### src/rtl/led_cmd_pkg.sv
// Shared constants, FSM state encoding and argument range check for the
// LED command parser.
package led_cmd_pkg;

  localparam logic [7:0] HDR_BYTE = 8'hAA;
  localparam logic [7:0] CMD_LED  = 8'h01;
  localparam logic [7:0] CMD_DUTY = 8'h02;
  localparam logic [7:0] CMD_MOVE = 8'h03;
  localparam logic [7:0] RSP_ACK  = 8'h55;
  localparam logic [7:0] RSP_NACK = 8'hEE;
  localparam logic [3:0] DUTY_MIN = 4'd1;
  localparam logic [3:0] DUTY_MAX = 4'd10;

  typedef enum logic [1:0] {
    ST_IDLE    = 2'd0,
    ST_GOT_HDR = 2'd1,
    ST_GOT_CMD = 2'd2,
    ST_GOT_ARG = 2'd3
  } state_t;

  // True when cmd is known and arg lies inside that command's legal range.
  function automatic logic arg_ok(input logic [7:0] cmd, input logic [7:0] arg);
    logic ok;
    case (cmd)
      CMD_LED:  ok = (arg[7:5] == 3'd0);
      CMD_DUTY: ok = (arg >= {4'd0, DUTY_MIN}) && (arg <= {4'd0, DUTY_MAX});
      CMD_MOVE: ok = (arg[7:1] == 7'd0);
      default:  ok = 1'b0;
    endcase
    return ok;
  endfunction

endpackage

### src/rtl/led_cmd_parser.sv
// UART command frame parser (AA CMD ARG CHK) driving LED pattern, duty and
// scroll-mode registers, with a depth-1 ACK/NACK response buffer.
// Optional inter-byte timeout is enabled by defining LED_CMD_TIMEOUT_EN.
module led_cmd_parser
  import led_cmd_pkg::*;
#(
  parameter int unsigned TIMEOUT_CYC = 500000
) (
  input  logic       clk,
  input  logic       rst_n,
  input  logic [7:0] rx_data,
  input  logic       rx_valid,
  input  logic       tx_ready,
  output logic [7:0] tx_data,
  output logic       tx_valid,
  output logic [4:0] led_state,
  output logic [3:0] duty_state,
  output logic       move_mode,
  output logic       cmd_err
);

  state_t     r_state;
  state_t     w_next;
  logic [7:0] r_cmd;
  logic [7:0] r_arg;
  logic [4:0] r_led;
  logic [3:0] r_duty;
  logic       r_move;
  logic       r_err;
  logic [7:0] r_tx_data;
  logic       r_tx_valid;
  logic       w_frame_done;
  logic       w_frame_ok;
  logic       w_timeout;
  logic       w_buf_free;

`ifdef LED_CMD_TIMEOUT_EN
  localparam int unsigned TO_W = (TIMEOUT_CYC > 1) ? $clog2(TIMEOUT_CYC + 1) : 1;
  logic [TO_W-1:0] r_to_cnt;

  assign w_timeout = (r_state != ST_IDLE) && !rx_valid &&
                     (r_to_cnt == TO_W'(TIMEOUT_CYC - 1));

  // Idle-cycle counter, only running while a frame is partially received.
  always_ff @(posedge clk) begin
    if (!rst_n) begin
      r_to_cnt <= '0;
    end else if (rx_valid || (r_state == ST_IDLE) || w_timeout) begin
      r_to_cnt <= '0;
    end else begin
      r_to_cnt <= r_to_cnt + 1'b1;
    end
  end
`else
  assign w_timeout = 1'b0;
`endif

  assign w_frame_ok = ((r_cmd ^ r_arg) == rx_data) && arg_ok(r_cmd, r_arg);
  // A response finishing this cycle frees the slot for the incoming one.
  assign w_buf_free = !r_tx_valid || tx_ready;

  // Next-state logic; 0xAA after the header is plain data.
  always_comb begin
    w_next       = r_state;
    w_frame_done = 1'b0;
    if (w_timeout) begin
      w_next = ST_IDLE;
    end else begin
      case (r_state)
        ST_IDLE: begin
          if (rx_valid && (rx_data == HDR_BYTE)) w_next = ST_GOT_HDR;
          else                                   w_next = ST_IDLE;
        end
        ST_GOT_HDR: begin
          if (rx_valid) w_next = ST_GOT_CMD;
          else          w_next = ST_GOT_HDR;
        end
        ST_GOT_CMD: begin
          if (rx_valid) w_next = ST_GOT_ARG;
          else          w_next = ST_GOT_CMD;
        end
        ST_GOT_ARG: begin
          if (rx_valid) begin
            w_next       = ST_IDLE;
            w_frame_done = 1'b1;
          end else begin
            w_next       = ST_GOT_ARG;
          end
        end
        default: w_next = ST_IDLE;
      endcase
    end
  end

  // State register.
  always_ff @(posedge clk) begin
    if (!rst_n) r_state <= ST_IDLE;
    else        r_state <= w_next;
  end

  // Capture CMD and ARG bytes as they arrive.
  always_ff @(posedge clk) begin
    if (!rst_n) begin
      r_cmd <= 8'h00;
      r_arg <= 8'h00;
    end else begin
      if (rx_valid && (r_state == ST_GOT_HDR)) r_cmd <= rx_data;
      if (rx_valid && (r_state == ST_GOT_CMD)) r_arg <= rx_data;
    end
  end

  // Apply a validated command and flag rejected or aborted frames.
  always_ff @(posedge clk) begin
    if (!rst_n) begin
      r_led  <= 5'd0;
      r_duty <= DUTY_MIN;
      r_move <= 1'b0;
      r_err  <= 1'b0;
    end else begin
      r_err <= (w_frame_done && !w_frame_ok) || w_timeout;
      if (w_frame_done && w_frame_ok) begin
        case (r_cmd)
          CMD_LED:  r_led  <= r_arg[4:0];
          CMD_DUTY: r_duty <= r_arg[3:0];
          CMD_MOVE: r_move <= r_arg[0];
          default:  r_led  <= r_led;
        endcase
      end
    end
  end

  // Depth-1 response buffer; a response arriving while full is dropped.
  always_ff @(posedge clk) begin
    if (!rst_n) begin
      r_tx_valid <= 1'b0;
      r_tx_data  <= 8'h00;
    end else if (w_frame_done && w_buf_free) begin
      r_tx_valid <= 1'b1;
      r_tx_data  <= w_frame_ok ? RSP_ACK : RSP_NACK;
    end else if (r_tx_valid && tx_ready) begin
      r_tx_valid <= 1'b0;
    end
  end

  assign tx_data    = r_tx_data;
  assign tx_valid   = r_tx_valid;
  assign led_state  = r_led;
  assign duty_state = r_duty;
  assign move_mode  = r_move;
  assign cmd_err    = r_err;

endmodule
### config.mk
export PLATFORM = sky130hd
export DESIGN_NAME = led_cmd_parser
export DESIGN_NICKNAME = d
export VERILOG_FILES = /design/src/rtl/led_cmd_pkg.sv /design/src/rtl/led_cmd_parser.sv
export SDC_FILE = /design/constraint.sdc
export NUM_CORES = 1
export LEC_CHECK = 0
export CORE_ASPECT_RATIO = 0.6
export CORE_MARGIN = 5
export CORE_UTILIZATION = 54
export DETAILED_ROUTE_END_ITERATION = 8
export PLACE_DENSITY = 0.91
export SYNTH_ARGS = -nofsm -noshare
export SYNTH_HDL_FRONTEND = slang
export SYNTH_SLANG_ARGS = --single-unit
### constraint.sdc
create_clock -name clk -period 3.56 [get_ports clk]
set_clock_uncertainty 0.2 [all_clocks]
set_input_delay 0.534 -clock clk [delete_from_list [all_inputs] [get_ports clk]]
set_output_delay 0.534 -clock clk [all_outputs]
set_load 0.05 [all_outputs]
==> results.json <==
{
  "grt_max_degree": 30,
  "ys.flop_type": "dfxtp_1",
  "critPathKind": "in2reg",
  "die_area_um2": 4040,
  "num_vias": 1240,
  "ys_seq_elements": 33,
  "setup_violations": 0,
  "grt_pass1_vias": 1163,
  "h-tree-depth": 2,
  "top_usage_layer": "met2",
  "synthesis.area_um2": 1530,
  "crit_path_end_kind": "flip-flop",
  "ir_drop_uv": 251,
  "num_io_pins": 32,
  "leakagePower_nw": 0.791,
  "synth_nets": 175,
  "p_clk_frac": 0.437,
  "cts_sinks": 33,
  "worstPathMaxFanout": 7,
  "fin_nets": 199,
  "cts_buffers": 5,
  "p_int_mw": 0.563,
  "hold_viol_final": 0,
  "antenna_left": 0,
  "grt.met1_usage": 0.236,
  "diodes": 0,
  "multi_input_area_um2": 782,
  "grtUsageMet2": 0.317,
  "reg2reg_from": "r_cmd[0]",
  "slew_violations": 0,
  "seqPwrFrac": 0.514,
  "hold_buffers": 0,
  "drc": 0,
  "yosysTopAreaCellShare": 0.431,
  "startpoint": "rx_data[4]",
  "rows": 15,
  "outcome": "finished, final reports clean",
  "pwr-share-comb": 0.049,
  "core_area_um2": 2800,
  "insertion_delay_ps": 290,
  "final.min_clock_period_ps": 2540,
  "port_buffers": 31,
  "regArea_um2": 661,
  "die_y_um": 51.3,
  "fin_setup_tns_ps": 0,
  "synth_top_cell_by_area": "dfxtp_1",
  "die_x_um": 78.8,
  "overflow": 0,
  "place.gp.congestion": 0.874,
  "yosys_warnings": 0,
  "worst_r2r_path_depth": 5,
  "min_period_over_period": 0.713,
  "cap_violations": 0,
  "syn_inst": 163,
  "fmax_mhz": 394,
  "drt_iter0_drc": 111,
  "switching_share": 0.218,
  "cts_root_buffer": "clkbuf_8",
  "synth_cell_types": 33,
  "use_met3": 0.0757,
  "required_ps": 3580,
  "cp_data_arrival_time_ps": 2560,
  "track_usage": 0.197,
  "rsz0062_at_grt": "false",
  "p_sw_mw": 0.157,
  "areaGrowthSynthToFinish_pct": 24.4,
  "synth-edff-count": 0,
  "drive_gt1_frac": 0.0691,
  "wl_per_cell_um": 16.0,
  "worst_pin_slew_ps": 887,
  "fin_total_pwr_mw": 0.719,
  "pwr_density_cell_nw_per_um2": 377,
  "start_util": 0.549,
  "drt-total-wl_um": 3550,
  "cts_tree": "yes",
  "first_pass_iters": 4,
  "cp-start-kind": "input port",
  "antenna_found_initial": 0,
  "fillers": 205,
  "clockBufferDepth": 2,
  "min_from": "duty_state[3]",
  "cts-resized-gates": 0,
  "holdCritPathClass": "reg2reg",
  "seq_area_frac_synth": 0.431,
  "hpwl_um": 2580,
  "synthTopCellsByArea": "dfxtp_1, mux2i_1, nor2_1",
  "vias_per_cell": 5.59,
  "post_cts_buffers": 0,
  "clkTransAtPathRegs_ps": 70,
  "avgSynthCellArea_um2": 9.41,
  "relSlewSlack": 0.408,
  "final_util": 0.682,
  "grt_pass1_wl_um": 5830,
  "ys_async_sr_fraction": 0,
  "hold_path_depth": 2
}
## worst paths after layout
check	end	slack [ps]
hold / removal	duty_state[3]	260
setup / recovery	move_mode	1020
setup reg to reg	move_mode	1200
hold reg to reg	duty_state[3]	260
## cell usage after synthesis (all sizes together), types with 2 or more instances
cell / n
a21oi: 10
and4: 3
buf: 7
clkbuf: 7
dfxtp: 33
inv: 3
mux2i: 23
nand2: 11
nand2b: 2
nand3: 7
nor2: 25
nor3: 3
nor4bb: 2
o21ai: 6
or3: 2
or4: 2
xnor2: 5
xor3: 2
## flip-flops by register name, summed over array words and instances, names as in the netlist
register,count
cmd_err,1
r_arg,8
led_state,5
tx_data,3
tx_valid,1
duty_state,4
r_state,2
r_cmd,8
move_mode,1
## final cells by class
class,instances,share of cell area
Clock buffer,7,0.0505
Clock inverter,1,0.00262
Inverter,3,0.00590
Multi-Input combinational cell,113,0.410
Sequential cell,33,0.346
Tap cell,34,0.0223
Timing Repair Buffer,31,0.163
## metrics by stage
stage / std cells / instance area [um^2] / setup slack, ps / hold slack (ps)
2_1_floorplan: 163 / 1530 / 1360 / 264
3_3_place_gp: 214 / 1810 / 889 / 248
3_5_place_dp: 214 / 1810 / 739 / 251
4_1_cts: 222 / 1910 / 1040 / 262
5_1_grt: 222 / 1910 / 843 / 289
6_report: 222 / 1910 / 1020 / 259
## routing by layer
metal	share of wire	up-vias	routed length (um)
li1	-	603	-
met1	0.47	601	1650
met2	0.47	30	1670
met3	0.048	6	170
met4	0.017	0	59
met5	0	-	0
## cell families after synthesis
family / count (synthesis) / synth area share
AO/OA/AOI/OAI: 18 / 0.0636
XOR/XNOR: 9 / 0.0799
adder cells (fa/ha/maj): 1 / 0.00734
buffers and inverters: 17 / 0.0595
flip-flops: 33 / 0.431
multiplexers: 23 / 0.150
AND/OR/NAND/NOR: 62 / 0.209
## critical path: stages
cell and delay, ps:
clkdlybuf4s50_1 570, xor3_1 340, nor2_1 170, nand4_1 320, nor3_1 390, mux2i_1 240
## layout by cell type, fill, tap and decap left out, drive strengths merged, types with 2 or more instances in the layout
master,instances
clkdlybuf4s50,31
xor3,2
and4,3
o21ai,6
nor3,3
or3,2
clkbuf,7
nor2,25
nor4bb,2
nand2b,2
xnor2,5
nand3,7
dfxtp,33
inv,3
or4,2
nand2,11
a21oi,10
mux2i,23
## power by group through the flow
stage | registers, mW | clock network, mW | logic [mW]
floorplan | 0.378 | 0 | 0.0160
global placement | 0.378 | 0 | 0.0339
detailed placement | 0.378 | 0 | 0.0346
CTS | 0.369 | 0.314 | 0.0348
global route | 0.369 | 0.336 | 0.0377
finish | 0.369 | 0.314 | 0.0355
Power figures use the tool's default switching activity.
